<file path="config.mk">
export PLATFORM = sky130hd
export DESIGN_NAME = la_rle_capture
export DESIGN_NICKNAME = d
export VERILOG_FILES = /design/src/rtl/la_pkg.sv /design/src/rtl/la_sync_fifo.sv /design/src/rtl/la_rle_capture.sv
export SDC_FILE = /design/constraint.sdc
export NUM_CORES = 1
export LEC_CHECK = 0
export CORE_MARGIN = 2
export CORE_UTILIZATION = 59
export DETAILED_ROUTE_END_ITERATION = 12
export PLACE_DENSITY = 0.76
export SLEW_MARGIN = 25
export SYNTH_ARGS = -nofsm -noshare
export SYNTH_HDL_FRONTEND = slang
export SYNTH_SLANG_ARGS = --single-unit
</file>
<file path="constraint.sdc">
create_clock -name axi_clk -period 4.9 [get_ports axi_clk]
set_clock_uncertainty 0.05 [all_clocks]
set_input_delay 0.735 -clock axi_clk [delete_from_list [all_inputs] [get_ports axi_clk]]
set_output_delay 0.735 -clock axi_clk [all_outputs]
set_load 0.02 [all_outputs]
</file>
<file path="src/rtl/la_pkg.sv">
// la_pkg: shared state encoding and AXIS tuser bit positions for the logic-analyzer RLE capture
package la_pkg;
  localparam logic [1:0] ST_IDLE  = 2'd0;
  localparam logic [1:0] ST_ARMED = 2'd1;
  localparam logic [1:0] ST_RUN   = 2'd2;
  localparam logic [1:0] ST_FLUSH = 2'd3;
  localparam int TU_DROP  = 0;
  localparam int TU_FIRST = 1;
endpackage

</file>
<file path="src/rtl/la_sync_fifo.sv">
// la_sync_fifo: single-clock show-ahead FIFO; a write into a full FIFO succeeds when a read happens in the same cycle
module la_sync_fifo #(
  parameter int pWIDTH = 35,
  parameter int pDEPTH = 16,
  localparam int AW = $clog2(pDEPTH)
) (
  input  logic              i_clk,
  input  logic              i_rst_n,
  input  logic              i_wr,
  input  logic [pWIDTH-1:0] i_wdata,
  input  logic              i_rd,
  output logic [pWIDTH-1:0] o_rdata,
  output logic              o_full,
  output logic              o_empty,
  output logic [AW:0]       o_level
);
  logic [pWIDTH-1:0] r_mem [pDEPTH];
  logic [AW-1:0]     r_wp, r_rp;
  logic [AW:0]       r_level;
  logic              w_rd, w_wr;
  assign o_empty = r_level == '0;
  assign o_full  = r_level == (AW+1)'(pDEPTH);
  assign o_level = r_level;
  assign w_rd    = i_rd & ~o_empty;
  assign w_wr    = i_wr & (~o_full | w_rd);
  // Gate the head word so outputs read as zero while empty, including right after reset.
  assign o_rdata = o_empty ? '0 : r_mem[r_rp];
  always_ff @(posedge i_clk or negedge i_rst_n)
    if (!i_rst_n) begin
      r_wp    <= '0;
      r_rp    <= '0;
      r_level <= '0;
    end else begin
      if (w_wr) r_wp <= r_wp + 1'b1;
      if (w_rd) r_rp <= r_rp + 1'b1;
      r_level <= r_level + (AW+1)'(w_wr) - (AW+1)'(w_rd);
    end
  always_ff @(posedge i_clk)
    if (w_wr) r_mem[r_wp] <= i_wdata;
endmodule

</file>
<file path="src/rtl/la_rle_capture.sv">
// la_rle_capture: triggered run-length capture of masked probe samples into {count,data} AXI-Stream words
module la_rle_capture
  import la_pkg::*;
#(
  parameter int pDATA_WIDTH = 24,
  parameter int pCNT_WIDTH  = 8,
  parameter int pFIFO_DEPTH = 16
) (
  input  logic                            axi_clk,
  input  logic                            axi_reset_n,
  input  logic                            cfg_enable,
  input  logic                            cfg_flush,
  input  logic [pDATA_WIDTH-1:0]          cfg_mask,
  input  logic [pDATA_WIDTH-1:0]          cfg_trig_val,
  input  logic [pDATA_WIDTH-1:0]          cfg_trig_mask,
  input  logic [pDATA_WIDTH-1:0]          up_la_data,
  output logic [pCNT_WIDTH+pDATA_WIDTH-1:0] m_tdata,
  output logic                            m_tvalid,
  input  logic                            m_tready,
  output logic                            m_tlast,
  output logic [1:0]                      m_tuser,
  output logic                            la_hpri_req,
  output logic [15:0]                     drop_count,
  output logic [1:0]                      la_state
);
  localparam int WW = pCNT_WIDTH + pDATA_WIDTH;
  localparam int FW = WW + 3;
  localparam int AW = $clog2(pFIFO_DEPTH);
  localparam logic [pCNT_WIDTH-1:0] MAX = '1;
  logic [1:0]             r_state;
  logic [pDATA_WIDTH-1:0] r_val;
  logic [pCNT_WIDTH-1:0]  r_cnt;
  logic                   r_first, r_dropf, r_hpri;
  logic [15:0]            r_drop_cnt;
  logic [pDATA_WIDTH-1:0] w_s;
  logic                   w_trig, w_stop, w_brk, w_fl, w_push, w_drop, w_pop, w_space;
  logic                   w_full, w_empty;
  logic [AW:0]            w_level, w_level_nxt;
  logic [FW-1:0]          w_wdata, w_rdata;
  logic [1:0]             w_user;
  assign w_s     = up_la_data & cfg_mask;
  assign w_trig  = ((up_la_data ^ cfg_trig_val) & cfg_trig_mask) == '0;
  assign w_stop  = ~cfg_enable | cfg_flush;
  assign w_pop   = m_tvalid & m_tready;
  assign w_space = ~w_full | w_pop;
  // A run breaks on a new value or when the count field is saturated.
  assign w_brk   = (r_state == ST_RUN) & ~w_stop & ((w_s != r_val) | (r_cnt == MAX));
  assign w_fl    = r_state == ST_FLUSH;
  assign w_push  = (w_brk | w_fl) & w_space;
  assign w_drop  = w_brk & ~w_space;
  always_comb begin
    w_user           = '0;
    w_user[TU_DROP]  = r_dropf;
    w_user[TU_FIRST] = r_first;
  end
  assign w_wdata     = {r_cnt, r_val, w_fl, w_user};
  assign w_level_nxt = w_level + (AW+1)'(w_push) - (AW+1)'(w_pop);
  la_sync_fifo #(.pWIDTH(FW), .pDEPTH(pFIFO_DEPTH)) u_fifo (
    .i_clk   (axi_clk),
    .i_rst_n (axi_reset_n),
    .i_wr    (w_push),
    .i_wdata (w_wdata),
    .i_rd    (m_tready),
    .o_rdata (w_rdata),
    .o_full  (w_full),
    .o_empty (w_empty),
    .o_level (w_level)
  );
  assign m_tvalid    = ~w_empty;
  assign m_tdata     = w_rdata[FW-1:3];
  assign m_tlast     = w_rdata[2];
  assign m_tuser     = w_rdata[1:0];
  assign la_hpri_req = r_hpri;
  assign drop_count  = r_drop_cnt;
  assign la_state    = r_state;
  always_ff @(posedge axi_clk or negedge axi_reset_n)
    if (!axi_reset_n) begin
      r_state    <= ST_IDLE;
      r_val      <= '0;
      r_cnt      <= '0;
      r_first    <= 1'b0;
      r_dropf    <= 1'b0;
      r_hpri     <= 1'b0;
      r_drop_cnt <= '0;
    end else begin
      r_hpri <= w_level_nxt >= (AW+1)'(pFIFO_DEPTH / 2);
      case (r_state)
        ST_IDLE:  if (cfg_enable) r_state <= ST_ARMED;
        ST_ARMED:
          if (!cfg_enable) r_state <= ST_IDLE;
          else if (w_trig) begin
            r_state    <= ST_RUN;
            r_val      <= w_s;
            r_cnt      <= pCNT_WIDTH'(1);
            r_drop_cnt <= '0;
            r_first    <= 1'b1;
            r_dropf    <= 1'b0;
          end
        ST_RUN:
          if (w_stop) r_state <= ST_FLUSH;
          else if (w_brk) begin
            r_val <= w_s;
            r_cnt <= pCNT_WIDTH'(1);
          end else r_cnt <= r_cnt + 1'b1;
        default:  if (w_space) r_state <= ST_IDLE;
      endcase
      if (w_push) begin
        r_first <= 1'b0;
        r_dropf <= 1'b0;
      end
      if (w_drop) begin
        r_dropf <= 1'b1;
        if (r_drop_cnt != 16'hFFFF) r_drop_cnt <= r_drop_cnt + 1'b1;
      end
    end
endmodule

</file>
==> reports/summary.md <==
## Run status
• **run status** finished clean

## Yosys
• **ys async rst share** 10.5%
• **cell type with the highest aggregate area in the netlist** sky130_fd_sc_hd__edfxtp_1
• **count of mapped cells out of synthesis** 1283
• **flip-flop and latch count after synthesis** 626
• **Cell variety after synth** 55
• **Syn. warnings** 0
• **leading cell types by total area after synthesis** sky130_fd_sc_hd__edfxtp_1 (66%), sky130_fd_sc_hd__mux4_2 (15%), sky130_fd_sc_hd__dfrtp_1 (6.5%)
• **number of enable flip-flop cells after synthesis** 560
• **fraction of the yosys area taken by sequential cells** 72.4%
• **Synth Flop Type** sky130_fd_sc_hd__edfxtp_1
• **number of nets produced by synthesis** 1402
• **mean instance size in the synthesized netlist** 19.9 um^2
• **synthesized cell area** 25500 um^2
• **fraction of post-synthesis cell area in the top cell type by area** 65.9%

## Timing
• **least setup slack across all paths after layout** 409 ps
• **Worst slew margin** 36.8%
• **sum of negative setup slack** 0 ps
• **number of max-slew violations in the final report** 0
• **minimum clock period after layout** 4490 ps
• **maximum clock frequency** 0.223 GHz
• **share of the clock period used by the worst path** 91.6%
• **Least-Margin Pin Slew** 947 ps
• **setup repair after global routing missed its margin** false
• **final hold violation count** 0
• **hold slack final** 202 ps
• **setup-violating endpoint count in the final report** 0

## Placed design
• **placed wire-length estimate** 35.4 mm
• **weighted congestion at the end of routability-driven global placement** 0.823
• **worst setup slack before clock tree synthesis** -106 ps
• **count of input and output buffers** 155
• **post-placement cell count** 2010
• **placed cell area** 28000 um^2

## Final layout
• **final cell count without fillers** 2126
• **area of the multi-input gates** 6610 um^2
• **commonest non-fill, non-tap cell in the layout** sky130_fd_sc_hd__edfxtp_1
• **commonest cells after routing, fill and taps aside** sky130_fd_sc_hd__edfxtp_1 (560), sky130_fd_sc_hd__mux4_2 (175), sky130_fd_sc_hd__clkdlybuf4s50_1 (154)
• **Filler cells** 2669
• **fraction of final layout cells sized beyond drive strength 1** 21.6%
• **Final nets** 1607
• **area taken by flip-flops and latches** 18500 um^2
• **final design instance area without fill** 29900 um^2
• **core utilization of the finished layout** 69.8%
• **signed area change from the synthesized netlist to the final layout** 17.3%

## Detailed routing
• **Remaining DRCs** 0
• **Pre-antenna DRT Iters** 5
• **antenna viol nets, final** 0
• **Total Routed Length** 60.6 mm
• **mean routed wirelength per cell** 28.5 um
• **DRC marker count from the first detailed-route iteration** 1476
• **average via count per standard cell** 6.27
• **routed vias** 13335

## Global route
• **number of global-route vias before repair** 13883
• **GR Overflow Total** 0
• **wire length of the first global-routing pass** 89.7 mm
• **total track usage** 28.2%
• **antenna violations before repair** 1
• **maximum number of pins on one net before global-route repair** 67

## Floorplanning
• **count of pins on the block boundary** 156
• **Die Outline Area** 44900 um^2
• **starting utilization of the core area** 59.5%
• **core region area** 42900 um^2
• **Vert. Die Dim** 212 um
• **row count** 76
• **width of the die** 212 um

## CTS
• **CTS buffer count** 61
• **clock latency of the later-clocked register in the worst-skew pair** 630 ps
• **clock tree sinks** 626
• **root buffer cell** sky130_fd_sc_hd__clkbuf_16
• **H-Tree Level Count** 2
• **TritonCTS clock tree** built
• **# resized after CTS** 0
• **number of buffers added for setup after CTS** 0
• **register clock-pin slew on the reported worst setup and hold paths** 60 ps
• **CTS Buffer Depth** 3
• **number of buffers added to fix hold violations after cts** 0

## Critical path
• **data arrival time at the worst-slack endpoint** 4920 ps
• **Worst Setup End Kind** flop
• **CP Max Fanout** 19
• **Crit path required time** 5330 ps
• **critical path type** reg2reg
• **sort of element at the start of the critical path** flop

## Power and ir drop
• **static power due to leakage** 9.21 nW
• **power density of the placed cells** 460 nW/um^2
• **Peak VDD IR** 0.409 mV
• **power after layout** 13.8 mW

## Flow run
• **max-cap viol count** 0

## Min path
• **path category of the worst min-delay check** in2async

[flip-flops by register name, summed over array words and instances (netlist names)]
signal,cells
la_state,2
r_cnt,8
r_val,24
u_fifo.o_level,5
r_dropf,1
u_fifo.r_wp,4
r_first,1
la_hpri_req,1
drop_count,16
u_fifo.r_rp,4
u_fifo.r_mem,560
[power by group]
part	switching, mW	total [mW]	internal [mW]
clock network	1.95	4.45	2.50
registers	0.205	6.04	5.83
logic	1.57	3.29	1.71
[Yosys cell counts, types with 10 or more instances]
cell type / number
sky130_fd_sc_hd__ha_1: 16
sky130_fd_sc_hd__dfrtp_1: 66
sky130_fd_sc_hd__xnor2_1: 14
sky130_fd_sc_hd__and2_1: 41
sky130_fd_sc_hd__a22oi_1: 10
sky130_fd_sc_hd__inv_1: 42
sky130_fd_sc_hd__a21o_1: 13
sky130_fd_sc_hd__o22ai_1: 10
sky130_fd_sc_hd__nand2_1: 49
sky130_fd_sc_hd__a21oi_1: 32
sky130_fd_sc_hd__nor2_1: 22
sky130_fd_sc_hd__and3_1: 36
sky130_fd_sc_hd__edfxtp_1: 560
sky130_fd_sc_hd__buf_6: 11
sky130_fd_sc_hd__mux2i_1: 24
sky130_fd_sc_hd__mux4_2: 175
sky130_fd_sc_hd__xor2_1: 33
sky130_fd_sc_hd__nand3_1: 14
sky130_fd_sc_hd__clkbuf_1: 18
sky130_fd_sc_hd__buf_2: 14
[metal layers]
| metal | routed length, um | vias up | GRT usage, % | part of all wire (%) |
|---|---|---|---|---|
| met4 | 1600 | 2 | 8.47 | 2.6 |
| met5 | 10 | - | 0 | 0.016 |
| met2 | 30200 | 706 | 45.7 | 50 |
| met1 | 23500 | 6899 | 39.3 | 39 |
| li1 | - | 5610 | - | - |
| met3 | 5410 | 118 | 5.89 | 8.9 |
[cells by family after synthesis]
group | count (synthesis) | synth area share (%)
fa+ha+maj | 18 | 0.941
simple gates | 208 | 4.57
compound gates | 88 | 2.24
mux | 201 | 16.5
buf+inv | 95 | 1.79
xor+xnor | 47 | 1.61
flops | 626 | 72.4
[layout make-up]
cell class / instances / share of cell area [%]
Inverter: 43 / 0.539
Multi-Input combinational cell: 562 / 22.1
Timing Repair Buffer: 194 / 6.82
Tap cell: 585 / 2.45
Clock buffer: 75 / 5.41
Antenna cell: 1 / 0.00836
Clock inverter: 40 / 0.949
Sequential cell: 626 / 61.7
[final timing paths]
path | start | to | slack (ps) | cells past startpoint
worst min register to register | u_fifo.r_wp[3]$_DFFE_PN0P_ | u_fifo.r_wp[3]$_DFFE_PN0P_ | 480 | 1
worst max register to register | r_val[20]$_DFFE_PN0P_ | la_hpri_req$_DFF_PN0_ | 410 | 17
worst min-delay path | axi_reset_n | u_fifo.o_level[2]$_DFF_PN0_ | 200 | 1
worst max-delay path | r_val[20]$_DFFE_PN0P_ | la_hpri_req$_DFF_PN0_ | 410 | 17
max in group asynchronous | axi_reset_n | u_fifo.r_rp[0]$_DFFE_PN0P_ | 3890 | 1
min in group axi_clk | u_fifo.r_wp[3]$_DFFE_PN0P_ | u_fifo.r_wp[3]$_DFFE_PN0P_ | 480 | 1
[critical path, stage by stage, from the launching register on]
cell                       delay (ps)
sky130_fd_sc_hd__dfrtp_1          590
sky130_fd_sc_hd__a21oi_1          590
sky130_fd_sc_hd__o22ai_1          170
sky130_fd_sc_hd__nor4_1           710
sky130_fd_sc_hd__nand4_1          410
sky130_fd_sc_hd__nand2_2          200
sky130_fd_sc_hd__a21oi_2          190
sky130_fd_sc_hd__inv_2             90
sky130_fd_sc_hd__ha_1             220
sky130_fd_sc_hd__inv_1             60
sky130_fd_sc_hd__ha_1             150
sky130_fd_sc_hd__inv_1             60
sky130_fd_sc_hd__fa_1             380
sky130_fd_sc_hd__inv_1             60
sky130_fd_sc_hd__a211oi_1          70
sky130_fd_sc_hd__xnor2_1          130
sky130_fd_sc_hd__nor3_1           140
sky130_fd_sc_hd__a31oi_1           60
No activity file was read; power rests on OpenSTA's default activity.
